--- src/rtl/pipe_hazard_pkg.sv ---
// Shared types and helpers for the pipeline hazard controller.
package pipe_hazard_pkg;

    // Widest register address the scoreboard entry can hold; narrower addresses are zero-extended.
    localparam int MAX_REG_AW = 8;

    localparam int FSEL_RF = 0;

    typedef struct packed {
        logic                  valid;
        logic [MAX_REG_AW-1:0] rd;
        logic                  regwrite;
        logic                  load;
    } sb_entry_t;

    // Stage at whose end a writer's result can be forwarded.
    function automatic int unsigned ready_stage(input logic is_load, input int unsigned load_stage);
        return is_load ? load_stage : 32'd1;
    endfunction

endpackage

--- src/rtl/hazard_match.sv ---
// Priority search of the in-flight writers for one source operand; the youngest match wins.
module hazard_match
    import pipe_hazard_pkg::*;
#(
    parameter int DEPTH      = 3,
    parameter int LOAD_STAGE = 2,
    parameter int FSEL_W     = $clog2(DEPTH)
) (
    input  sb_entry_t [DEPTH-1:1]   sb_i,
    input  logic [MAX_REG_AW-1:0]   addr_i,
    input  logic                    use_i,
    output logic                    hit_o,
    output logic [FSEL_W-1:0]       stage_o,
    output logic [FSEL_W-1:0]       ready_o
);

    always_comb begin
        hit_o   = 1'b0;
        stage_o = '0;
        ready_o = '0;
        // Walk oldest to youngest so the lowest matching stage is the last assignment.
        for (int k = DEPTH - 1; k >= 1; k--) begin
            if (use_i && (addr_i != '0) && sb_i[k].valid && sb_i[k].regwrite &&
                (sb_i[k].rd == addr_i)) begin
                hit_o   = 1'b1;
                stage_o = FSEL_W'(k);
                ready_o = FSEL_W'(ready_stage(sb_i[k].load, LOAD_STAGE));
            end
        end
    end

endmodule

--- src/rtl/pipe_hazard_ctrl.sv ---
// Hazard controller: forwarding selects, load-use stall and redirect flush for the MIPS pipeline.
// Define HAZARD_PERF_EN to add saturating stall/flush event counters.
module pipe_hazard_ctrl
    import pipe_hazard_pkg::*;
#(
    parameter int REG_AW     = 5,
    parameter int DEPTH      = 3,
    parameter int LOAD_STAGE = 2,
    parameter int FSEL_W     = $clog2(DEPTH)
) (
    input  logic              clk_i,
    input  logic              rst_i,
    input  logic              start_i,
    input  logic [REG_AW-1:0] id_rs_i,
    input  logic [REG_AW-1:0] id_rt_i,
    input  logic              id_use_rs_i,
    input  logic              id_use_rt_i,
    input  logic [REG_AW-1:0] id_rd_i,
    input  logic              id_regwrite_i,
    input  logic              id_load_i,
    input  logic              redirect_i,
    output logic              stall_o,
    output logic              flush_o,
    output logic              bubble_o,
    output logic [FSEL_W-1:0] fwd_a_sel_o,
    output logic [FSEL_W-1:0] fwd_b_sel_o,
    output logic              ex_valid_o
`ifdef HAZARD_PERF_EN
    ,
    output logic [31:0]       stall_cnt_o,
    output logic [31:0]       flush_cnt_o
`endif
);

    sb_entry_t [DEPTH:1] sb;

    logic              a_hit, b_hit;
    logic [FSEL_W-1:0] a_stage, a_ready, b_stage, b_ready;
    logic              hazard;
    logic              sb_wb_unused;

    hazard_match #(
        .DEPTH      (DEPTH),
        .LOAD_STAGE (LOAD_STAGE),
        .FSEL_W     (FSEL_W)
    ) u_match_rs (
        .sb_i    (sb[DEPTH-1:1]),
        .addr_i  (MAX_REG_AW'(id_rs_i)),
        .use_i   (id_use_rs_i),
        .hit_o   (a_hit),
        .stage_o (a_stage),
        .ready_o (a_ready)
    );

    hazard_match #(
        .DEPTH      (DEPTH),
        .LOAD_STAGE (LOAD_STAGE),
        .FSEL_W     (FSEL_W)
    ) u_match_rt (
        .sb_i    (sb[DEPTH-1:1]),
        .addr_i  (MAX_REG_AW'(id_rt_i)),
        .use_i   (id_use_rt_i),
        .hit_o   (b_hit),
        .stage_o (b_stage),
        .ready_o (b_ready)
    );

    // The WB entry is tracked but never searched: the write-through register file covers it.
    assign sb_wb_unused = ^sb[DEPTH];

    assign hazard   = (a_hit && (a_ready > a_stage)) || (b_hit && (b_ready > b_stage));
    assign flush_o  = redirect_i;
    assign stall_o  = !rst_i && !redirect_i && (!start_i || hazard);
    assign bubble_o = !rst_i && (redirect_i || !start_i || hazard);

    assign ex_valid_o = sb[1].valid;

    always_ff @(posedge clk_i or posedge rst_i) begin
        if (rst_i) begin
            sb          <= '0;
            fwd_a_sel_o <= FSEL_W'(FSEL_RF);
            fwd_b_sel_o <= FSEL_W'(FSEL_RF);
        end else if (start_i) begin
            sb[DEPTH:2] <= sb[DEPTH-1:1];
            if (bubble_o) begin
                sb[1] <= '0;
            end else begin
                sb[1] <= '{valid: 1'b1, rd: MAX_REG_AW'(id_rd_i),
                           regwrite: id_regwrite_i, load: id_load_i};
            end
            fwd_a_sel_o <= (bubble_o || !a_hit) ? FSEL_W'(FSEL_RF) : a_stage;
            fwd_b_sel_o <= (bubble_o || !b_hit) ? FSEL_W'(FSEL_RF) : b_stage;
        end else begin
            fwd_a_sel_o <= FSEL_W'(FSEL_RF);
            fwd_b_sel_o <= FSEL_W'(FSEL_RF);
        end
    end

`ifdef HAZARD_PERF_EN
    always_ff @(posedge clk_i or posedge rst_i) begin
        if (rst_i) begin
            stall_cnt_o <= '0;
            flush_cnt_o <= '0;
        end else begin
            if (stall_o && (stall_cnt_o != '1)) begin
                stall_cnt_o <= stall_cnt_o + 32'd1;
            end
            if (flush_o && (flush_cnt_o != '1)) begin
                flush_cnt_o <= flush_cnt_o + 32'd1;
            end
        end
    end
`endif

endmodule

--- config.mk ---
export PLATFORM = sky130hd
export DESIGN_NAME = pipe_hazard_ctrl
export DESIGN_NICKNAME = d
export VERILOG_FILES = /design/src/rtl/pipe_hazard_pkg.sv /design/src/rtl/hazard_match.sv /design/src/rtl/pipe_hazard_ctrl.sv
export SDC_FILE = /design/constraint.sdc
export NUM_CORES = 1
export LEC_CHECK = 0
export ABC_AREA = 0
export CORE_ASPECT_RATIO = 1.25
export CORE_MARGIN = 2
export CORE_UTILIZATION = 51
export DETAILED_ROUTE_END_ITERATION = 12
export GPL_ROUTABILITY_DRIVEN = 0
export GPL_TIMING_DRIVEN = 0
export PLACE_DENSITY = 0.87
export SYNTH_ARGS = -nofsm -noshare
export SYNTH_HDL_FRONTEND = slang
export SYNTH_SLANG_ARGS = --single-unit
--- constraint.sdc ---
create_clock -name clk_i -period 6.9 [get_ports clk_i]
set_clock_uncertainty 0.1 [all_clocks]
set_input_delay 1.035 -clock clk_i [delete_from_list [all_inputs] [get_ports clk_i]]
set_output_delay 1.035 -clock clk_i [all_outputs]
set_load 0.05 [all_outputs]
==> After elaboration in Yosys (flattened, before gate mapping) <==
Cells that the tools add are included.
{ "classes": {"muxes": 19, "reduce_logical": 32, "eq_ne": 4, "n_lt_le_gt_ge": 2} }
{ "op_table": {"columns": ["cell", "n"], "rows": [
  ["$eq 8x5->1", 4],
  ["$mux 2", 14],
  ["$logic_and 1x1->1", 19],
  ["$reduce_bool 8->1", 2],
  ["$mux 11", 1],
  ["$logic_or 1x1->1", 6],
  ["$logic_not 1->1", 5],
  ["$gt 2x2->1", 2],
  ["$mux 1", 4]
]} }
{ "totals": {"output_inout_bits": 8, "ff_bits": 26, "in_bits": 23} }

==> Longest topological paths before layout <==
Gate-level depths: netlist of run 1.
{ "depth": {"depth_word": 15, "ltp_mapped": 13} }

==> Cells and area by module <==
Synthesis of run 1 repeated with hierarchy kept, for this count alone.
{ "unflattened": {"cells_unflattened": 168, "area_unflattened_um2": 1571.5} }
{ "by_module_without_submodules": {"columns": ["module", "area_per_inst_um2", "seq_area_each_um2", "instances", "cells_per_inst"], "rows": [
  ["pipe_hazard_ctrl", 960.9, 500.5, 1, 84],
  ["hazard_match", 305.3, 0.0, 2, 42]
]} }

==> Least setup slack after synthesis of run 1 <==
Ideal clock, no wire load.
{ "synth_path": {"kind": "input to output", "start": "input id_rs_i[1]", "end": "output stall_o", "required_ns": 5.765, "t_arrival_ns": 3.968, "cell_stages": 10, "slack_ns": 1.797, "path_cell_list": "or4_1 > o21a_1 > o2111ai_2 > o22ai_1 > ha_1 > a211o_1 > a21oi_1 > a311o_1 > a21oi_1 > nor3_1"} }
{ "synth_between": {"elab_chain_cells": 12} }
{ "synth_rtl": {"columns": ["element", "line_no", "text"], "rows": [
  ["start, declared", "pipe_hazard_ctrl.sv:14", "input logic [REG_AW-1:0] id_rs_i,"],
  ["$reduce_bool 8->1", "hazard_match.sv:23", "if (use_i && (addr_i != '0) && sb_i[k].valid && sb_i[k].regwrite &&"],
  ["$logic_and 1x1->1 (4 in series)", "hazard_match.sv:23", null],
  ["$mux 2 (2 in series)", "hazard_match.sv:23", null],
  ["$gt 2x2->1", "pipe_hazard_ctrl.sv:71", "assign hazard = (a_hit && (a_ready > a_stage)) || (b_hit && (b_ready > b_stage));"],
  ["$logic_and 1x1->1 *", "pipe_hazard_ctrl.sv:71", null],
  ["$logic_or 1x1->1 *", "pipe_hazard_ctrl.sv:71", null],
  ["$logic_or 1x1->1 *", "pipe_hazard_ctrl.sv:73", "assign stall_o = !rst_i && !redirect_i && (!start_i || hazard);"],
  ["$logic_and 1x1->1 *", "pipe_hazard_ctrl.sv:73", null],
  ["end, declared", "pipe_hazard_ctrl.sv:22", "output logic stall_o,"]
]} }
Every way passes the cells marked *; elsewhere a longest branch is shown, timed or not.

==> Final worst setup path of run 1 <==
{ "layout_path": {"start": "input id_rs_i[0]", "end": "output stall_o"} }
Same word-level chain as after synthesis.

==> impl_metrics.csv, run 1 <==
group,metric,value,unit
cells_and_area,syn_to_final_growth,30.7,%
cts,insertion_delay,290,ps
die,die-area,0.00271,sq mm
routing,vias_per_cell,5.76,
routing,drt-total-wl,2770,um
grt,grt_pass1_vias,1069,
power,p_leak,0.651,nW
logic_synthesis,ys_top_cells_by_area,"dfrtp_1 (43%), xor2_1 (8.9%), mux2_2 (6.7%)",
grt,grt_usage,0.237,
power,power.density,174,mW/mm^2
power,ir_drop,146,uV
critical_path,cp-end-kind,"output port",
cells_and_area,num_antenna_cells,0,
critical_path,critPathMaxFanout,4,
cells_and_area,drive_gt1_frac,0.117,
cells_and_area,fin_cells,176,
critical_path,worst-path-buf-inv,2,
cts,cts-root-buf,"clkbuf_4",
logic_synthesis,synth_cells,112,
placed_design,dp_cells,173,
sta,setup_ws,1130,ps
cts,cts_setup_buffers,0,
cts,cts_hold_buffers,0,
die,chipWidth,47.0,um
sta,maxSlewViolCount,0,
cells_and_area,multiInputGateArea,632,sq um
cts,cts_tree,"built",
placed_design,portBuffers,30,
sta,finalSetupViolCount,0,
sta,fin_setup_tns,0,ps
grt,antenna_found_initial,0,
die,rows,19,
critical_path,arrival,4640,ps
logic_synthesis,syn_area,0.00118,sq mm
routing,avgRoutedWirePerCell,15.8,um
cells_and_area,fin_nets,172,
placed_design,place_area,0.00152,sq mm
sta,period_share,0.836,
critical_path,cpPeakStageDelay,820,ps
cells_and_area,seq_area,500,sq um
cts,clock_path_buffers,2,
sta,relSlewSlack,0.481,
routing,route.detailed.drc,0,
sta,finalHoldViolations,0,
routing,vias,1013,
logic_synthesis,yosys_warnings,0,
die,num_io_pins,31,
die,die_y,57.7,um
critical_path,path_class,"in -> out",
logic_synthesis,syn-num-nets,137,
logic_synthesis,synth_top_area_cell,"dfrtp_1",
placed_design,hpwlAfterDp,2110,um
logic_synthesis,yosysSeqAreaShare,0.425,
routing,drt_iter0_markers,31,
run,maxCapViolCount,0,
sta,max_freq,173,MHz
cells_and_area,final_area,0.00154,sq mm
logic_synthesis,synth-seq-cells,20,
cts,htree_levels,1,
logic_synthesis,synth_top_cell_area_share,0.425,
grt,grt_overflow,0,
cts,cts.repair.resized,0,
sta,min_period,5770,ps
cts,cts.sinks,20,
hold_path,min_path_type,"reg -> reg",
logic_synthesis,ys_types,35,
die,initial_core_util,0.538,
critical_path,crit_chain,"clkdlybuf4s50_1, xor2_1, nor4_1, o2111ai_2, o22ai_1, ha_1, a211o_1, a21oi_1, a311o_1, a21oi_1, nor3_1, clkdlybuf4s50_1",
cells_and_area,nFillCells,202,
run_status,outcome,"completed",
grt,grt_pass1_wl,4630,um
critical_path,path_delay_family,"buffers and inverters",
sta,worst_pin_slew,778,ps
placed_design,dp_slack,1190,ps
cts,path_clk_slew,100,ps
cts,cts_made_buffers,3,
routing,ant_nets,0,
critical_path,critical_path_required,5760,ps
sta,rsz0062_at_grt,"false",
critical_path,startpoint_type,"input pin",
die,core,0.00219,sq mm
critical_path,slowest_stage,"clkdlybuf4s50_1",
grt,grt_max_degree,22,
routing,first_pass_iters,4,
logic_synthesis,avgSynthCellArea,10.5,sq um
==> through the flow <==
step	utilization	hold WS, ps	total power [mW]
2_1_floorplan	-	381	0.187
3_5_place_dp	0.693	400	0.216
6_report	0.704	423	0.269
4_1_cts	0.704	426	0.270
3_3_place_gp	0.693	392	0.213
5_1_grt	0.704	443	0.283
==> registers in the layout (all words and copies together) (netlist names) <==
register     count
sb              15
fwd_a_sel_o      2
fwd_b_sel_o      2
ex_valid_o       1
==> final cells by class <==
type                       count  share of cell area
multi-input combinational     83               0.411
sequential                    20               0.325
timing repair buffer          30               0.195
tap                           31              0.0252
clock buffer                   3              0.0146
buffer                         3              0.0146
inverter                       6              0.0146
==> kinds of logic after synthesis <==
kind of cell	count (synthesis)	share of synthesized area
xor gates and xnor gates	20	0.149
DFF	20	0.425
AOI/OAI and AO/OA	23	0.163
and+or+nand+nor	31	0.137
buffers and inverters	9	0.0383
muxes	7	0.0670
adders and majority gates	2	0.0213
==> synthesized netlist by cell type <==
cell type,instances
dfrtp_1,20
xor2_1,12
nand2_1,8
xnor2_1,8
a22o_1,7
mux2_2,7
inv_1,5
nor2_1,5
and2_1,3
nand3_1,3
nor4_1,3
a21oi_1,2
and3_1,2
ha_1,2
o21a_1,2
o21ai_0,2
o22ai_1,2
or4_1,2
a211o_1,1
a21o_1,1
a311o_1,1
a31o_2,1
buf_4,1
buf_6,1
clkbuf_1,1
inv_2,1
nand3b_1,1
nand4_1,1
nor2b_1,1
nor3_1,1
nor3b_1,1
o2111ai_2,1
o21ai_1,1
o221ai_2,1
o22ai_2,1
==> report_power, final <==
part           switching, mW  internal, mW
clock                 0.0325        0.0203
combinational         0.0361        0.0380
sequential            0.0128         0.129
total                 0.0814         0.187
==> placed cells by master (no fill, tap or decap), types with 3 or more instances in the layout <==
cell / count
and2_1: 3
xor2_1: 12
clkbuf_4: 3
dfrtp_1: 20
nand3_1: 3
xnor2_1: 8
nor4_1: 3
mux2_2: 7
nand2_1: 8
nor2_1: 5
inv_1: 5
a22o_1: 7
clkdlybuf4s50_1: 30
==> final timing paths <==
path                            start      end  slack, ps  cells past startpoint
max                        id_rs_i[0]  stall_o       1130                     12
min                            sb[12]   sb[12]        420                      1
max reg2reg                    sb[16]    sb[6]       3680                     11
min reg2reg                    sb[12]   sb[12]        420                      1
max in group asynchronous       rst_i    sb[6]       5080                      2
min in group asynchronous       rst_i   sb[11]       1140                      2
==> layer usage <==
layer / global-route usage / wire (um) / part of all wire
met4: 0.0992 / 80 / 0.029
met1: 0.283 / 1090 / 0.39
met3: 0.0312 / 139 / 0.050
met2: 0.411 / 1460 / 0.53
met5: 0 / 0 / 0
No activity file was read; power rests on OpenSTA's default activity.
==> run 2: changes to the inputs <==
--- a/config.mk
+++ b/config.mk
@@ -8,11 +8,11 @@
 export ABC_AREA = 0
 export CORE_ASPECT_RATIO = 1.25
 export CORE_MARGIN = 2
-export CORE_UTILIZATION = 51
+export CORE_UTILIZATION = 43
 export DETAILED_ROUTE_END_ITERATION = 12
 export GPL_ROUTABILITY_DRIVEN = 0
 export GPL_TIMING_DRIVEN = 0
-export PLACE_DENSITY = 0.87
+export PLACE_DENSITY = 0.79
 export SYNTH_ARGS = -nofsm -noshare
 export SYNTH_HDL_FRONTEND = slang
 export SYNTH_SLANG_ARGS = --single-unit
==> constraint.sdc (replaced) <==
create_clock -name clk_i -period 5.1 [get_ports clk_i]
set_clock_uncertainty 0.1 [all_clocks]
set_input_delay 0.765 -clock clk_i [delete_from_list [all_inputs] [get_ports clk_i]]
set_output_delay 0.765 -clock clk_i [all_outputs]
set_load 0.05 [all_outputs]
==> run 2 against run 1 <==
  * First-iteration DRC count did not move
  * Global-route usage decreased by 5.0 points
  * Critical path depth unchanged
  * Register-to-register slack lost 1800 ps
  * Non-clock buffer count unchanged
  * Worst hold slack got worse by 3.0 ps
  * Power grew 42%
  * Combinational power is 31% higher
  * Sequential cell count unchanged
  * Critical path type unchanged
  * Largest cell class unchanged
  * Highest routed layer unchanged
==> impl_metrics.csv, run 2 (synthesis gave the netlist of run 1 again) <==
group,metric,value,unit
critical_path,worst-path-buf-inv,2,
routing,avgRoutedWirePerCell,14.9,um
die,initial_core_util,0.444,
routing,drt_iter0_markers,31,
grt,grt_overflow,0,
grt,grt_pass1_vias,1015,
power,p_leak,0.661,nW
routing,ant_nets,0,
cts,cts.sinks,20,
critical_path,startpoint_type,"input pin",
routing,drt-total-wl,2680,um
sta,finalSetupViolCount,0,
grt,grt_pass1_wl,4450,um
cts,cts_made_buffers,3,
sta,worst_pin_slew,819,ps
cts,cts_tree,"built",
critical_path,slowest_stage,"or4_1",
cts,cts-root-buf,"clkbuf_4",
critical_path,rrSetupSlack,1900,ps
cells_and_area,drive_gt1_frac,0.130,
grt,grt_usage,0.187,
cts,insertion_delay,300,ps
placed_design,dp_slack,-89.7,ps
die,die-area,0.00318,sq mm
critical_path,path_class,"in -> out",
die,rows,21,
routing,vias_per_cell,5.49,
critical_path,crit_chain,"clkdlybuf4s50_1, or4_1, o21a_1, o2111ai_2, o22ai_1, ha_1, a211o_1, a21oi_1, a311o_1, nor2_1, nor2_1, dlygate4sd2_1",
placed_design,hpwlAfterDp,2070,um
power,power.density,245,mW/mm^2
routing,vias,988,
power,ir_drop,179,uV
die,core,0.00265,sq mm
grt,antenna_found_initial,0,
placed_design,place_area,0.00152,sq mm
run,maxCapViolCount,0,
hold_path,min_path_type,"reg -> reg",
critical_path,path_delay_family,"compound AO/OA/AOI/OAI gates",
die,num_io_pins,31,
sta,relSlewSlack,0.453,
cts,path_clk_slew,110,ps
critical_path,cp_common_cell,"nor2_1",
sta,max_freq,205,MHz
sta,rsz0062_at_grt,"false",
cts,clock_path_buffers,2,
cells_and_area,final_area,0.00155,sq mm
critical_path,arrival,4010,ps
sta,min_period,4870,ps
critical_path,critPathMaxFanout,4,
die,chipWidth,50.8,um
cells_and_area,seq_area,500,sq um
routing,route.detailed.drc,0,
cts,htree_levels,1,
cells_and_area,largest_reg_flops,15,
routing,first_pass_iters,4,
cts,cts_setup_buffers,0,
sta,finalHoldViolations,0,
run_status,outcome,"completed",
critical_path,critical_path_required,4240,ps
cells_and_area,final_common_cell,"clkdlybuf4s50_1",
sta,setup_ws,228,ps
cells_and_area,regMostFlops,"sb",
cells_and_area,multiInputGateArea,632,sq um
sta,fin_setup_tns,0,ps
cells_and_area,fin_util,0.584,
grt,grt_max_degree,22,
critical_path,cp-end-kind,"output port",
cells_and_area,syn_to_final_growth,31.7,%
cells_and_area,num_antenna_cells,0,
die,die_y,62.5,um
cells_and_area,top_regs,"sb x15, fwd_a_sel_o x2, fwd_b_sel_o x2",
power,power,0.380,mW
cells_and_area,nFillCells,236,
sta,period_share,0.955,
cts,cts_hold_buffers,0,
cells_and_area,fin_nets,172,
critical_path,cpPeakStageDelay,590,ps
placed_design,portBuffers,30,
sta,maxSlewViolCount,0,
cells_and_area,final_cell_mix,"clkdlybuf4s50_1 (28), dfrtp_1 (20), xor2_1 (12)",
## run 2: per-stage QoR
step                hold slack [ps]  instances
finish                          420        180
detailed placement              396        176
CTS                             422        180
global route                    442        180
global placement                392        176
floorplan                       381        112
## run 2: final timing paths
kind                            start             end  depth (start not counted)
setup / recovery           id_rs_i[1]        bubble_o                         12
hold / removal                 sb[21]          sb[21]                          1
setup reg to reg               sb[16]           sb[2]                         11
hold reg to reg                sb[21]          sb[21]                          1
max in group asynchronous       rst_i          sb[15]                          2
min in group asynchronous       rst_i  fwd_a_sel_o[0]                          2
## run 2: metal layers
layer  vias to the layer above  global-route usage  wire length (um)
met5                         -                   0                 0
met4                         0               0.118                97
met3                         8              0.0191                86
met2                        31               0.332              1410
met1                       478               0.205              1080
li1                        471                   -                 -
## run 2: where the power goes
part / switching [mW] / leakage, nW / internal (mW)
Combinational: 0.0463 / 0.389 / 0.0507
Sequential: 0.0173 / 0.252 / 0.174
Clock: 0.0482 / 0.0210 / 0.0435
## run 2: timing repair
item	CTS	global route
endpoints found under the hold margin	0	0
resized for setup	2	3
endpoints found under the setup margin	2	1
pin swaps	0	0
## run 2: layout make-up
class / instances / share of cell area
timing repair buffer: 30 / 0.190
clock buffer: 4 / 0.0234
sequential: 20 / 0.323
buffer: 3 / 0.0145
inverter: 6 / 0.0145
multi-input combinational: 83 / 0.408
tap: 34 / 0.0274
==> run 3: changes to the inputs <==
--- a/config.mk
+++ b/config.mk
@@ -12,7 +12,7 @@
 export DETAILED_ROUTE_END_ITERATION = 12
 export GPL_ROUTABILITY_DRIVEN = 0
 export GPL_TIMING_DRIVEN = 0
-export PLACE_DENSITY = 0.79
+export PLACE_DENSITY = 0.75
 export SYNTH_ARGS = -nofsm -noshare
 export SYNTH_HDL_FRONTEND = slang
 export SYNTH_SLANG_ARGS = --single-unit
==> run 3 against run 2 <==
  * Sequential cell count did not move
  * Critical path depth stayed put
  * Cell area down 0.89%
  * Critical path type unchanged
  * Clock power shrank 22%
  * Critical endpoint unchanged
  * Sequential share of layout area up 0.29 points
  * Die area is the same
==> impl_metrics.csv, run 3 (synthesis gave the netlist of run 1 again) <==
group,metric,value,unit
run_status,outcome,"completed",
die,die_y,62.5,um
critical_path,critPathMaxFanout,4,
die,chipWidth,50.8,um
cts,cts-root-buf,"clkbuf_4",
sta,max_freq,206,MHz
cts,cts_hold_buffers,0,
cells_and_area,top_regs,"sb x15, fwd_a_sel_o x2, fwd_b_sel_o x2",
power,power.density,234,mW/mm^2
cts,cts.repair.resized,2,
die,core,0.00265,sq mm
sta,finalSetupViolCount,0,
routing,vias_per_cell,5.35,
grt,grt_pass1_wl,4420,um
die,rows,21,
grt,grt_max_degree,22,
placed_design,portBuffers,30,
cts,cts_made_buffers,3,
cells_and_area,nFillCells,231,
sta,rsz0062_at_grt,"false",
grt,grt_usage,0.182,
cts,path_clk_slew,100,ps
routing,vias,957,
power,swShare,0.297,
power,internal-power,0.252,mW
die,die-area,0.00318,sq mm
cts,clock_path_buffers,2,
power,p_switching,0.106,mW
cells_and_area,syn_to_final_growth,30.5,%
die,initial_core_util,0.444,
cts,htree_levels,1,
sta,min_period,4860,ps
cells_and_area,fin_util,0.579,
cells_and_area,final_cell_mix,"clkdlybuf4s50_1 (28), dfrtp_1 (20), xor2_1 (12)",
routing,route.detailed.drc,0,
cells_and_area,num_antenna_cells,0,
routing,ant_nets,0,
power,ir_drop,160,uV
routing,first_pass_iters,4,
hold_path,min_path_type,"reg -> reg",
cts,cts_tree,"built",
routing,drt_iter0_markers,23,
power,combPwrFrac,0.270,
critical_path,startpoint_type,"input pin",
cells_and_area,fin_cells,179,
sta,relSlewSlack,0.473,
placed_design,hpwlAfterDp,1970,um
cts,cts.sinks,20,
critical_path,path_class,"in -> out",
grt,antenna_found_initial,0,
critical_path,cp-end-kind,"output port",
cts,cts_setup_buffers,0,
cells_and_area,regMostFlops,"sb",
sta,finalHoldViolations,0,
sta,maxSlewViolCount,0,
power,p_leak,0.654,nW
sta,period_share,0.953,
cells_and_area,multiInputGateArea,632,sq um
sta,fin_hold_ws,420,ps
routing,drt-total-wl,2550,um
placed_design,dp_cells,176,
cells_and_area,drive_gt1_frac,0.124,
cts,insertion_delay,290,ps
critical_path,critical_path_required,4240,ps
sta,worst_pin_slew,789,ps
cells_and_area,final_common_cell,"clkdlybuf4s50_1",
power,power.share.clock,0.198,
cells_and_area,seq_area,500,sq um
critical_path,arrival,3990,ps
cells_and_area,fin_nets,172,
power,p_seq_frac,0.532,
grt,grt_overflow,0,
die,num_io_pins,31,
grt,grt_pass1_vias,1026,
cells_and_area,largest_reg_flops,15,
run,maxCapViolCount,0,
sta,fin_setup_tns,0,ps
routing,avgRoutedWirePerCell,14.2,um
[run 3: final cells by class]
| cell class | count | area share |
|---|---|---|
| clock buffer | 3 | 0.0147 |
| timing repair buffer | 30 | 0.191 |
| multi-input combinational | 83 | 0.411 |
| tap | 34 | 0.0277 |
| inverter | 6 | 0.0147 |
| buffer | 3 | 0.0147 |
| sequential | 20 | 0.326 |
[run 3: power groups by stage]
| stage | Clock, mW | Combinational [mW] | Sequential (mW) |
|---|---|---|---|
| after floorplan | 0 | 0.0592 | 0.193 |
| after global placement | 0 | 0.0957 | 0.194 |
| after detailed placement | 0 | 0.0976 | 0.194 |
| after CTS | 0.0748 | 0.0978 | 0.191 |
| after global routing | 0.0836 | 0.105 | 0.194 |
| final | 0.0711 | 0.0968 | 0.191 |
[run 3: per-layer routing]
metal,vias up,share of wire,wire length (um),global-route usage
met2,24,0.49,1250,0.311
met3,6,0.037,95,0.0167
met1,455,0.44,1120,0.214
met5,-,0,0,0
li1,472,-,-,-
met4,0,0.030,76,0.111
[run 3: worst paths after layout]
check                           startpoint        to  slack (ps)  cells after the start
worst max-delay path            id_rs_i[0]  bubble_o         240                     12
worst min register to register      sb[21]    sb[21]         420                      1
worst min-delay path                sb[21]    sb[21]         420                      1
worst max register to register      sb[13]     sb[6]        1890                     11
min in group asynchronous            rst_i    sb[11]         870                      2
max in group asynchronous            rst_i    sb[14]        3540                      2
[run 3: critical path: stages]
cell and delay [ps]:
clkdlybuf4s50_1 480, xor2_1 190, nor4_1 460, o2111ai_2 270, o22ai_1 230, ha_1 290, a211o_1 300, a21oi_1 150
a311o_1 200, nor2_1 60, nor2_1 80, dlygate4sd2_1 530
[run 3: metrics by stage]
stage / worst slack, ps / power (mW) / cell area, sq um
6_report: 241 / 0.359 / 1540
2_1_floorplan: 537 / 0.252 / 1180
5_1_grt: 6.64 / 0.383 / 1540
4_1_cts: 206 / 0.363 / 1540
3_3_place_gp: -44.5 / 0.289 / 1520
3_5_place_dp: -60.5 / 0.292 / 1520
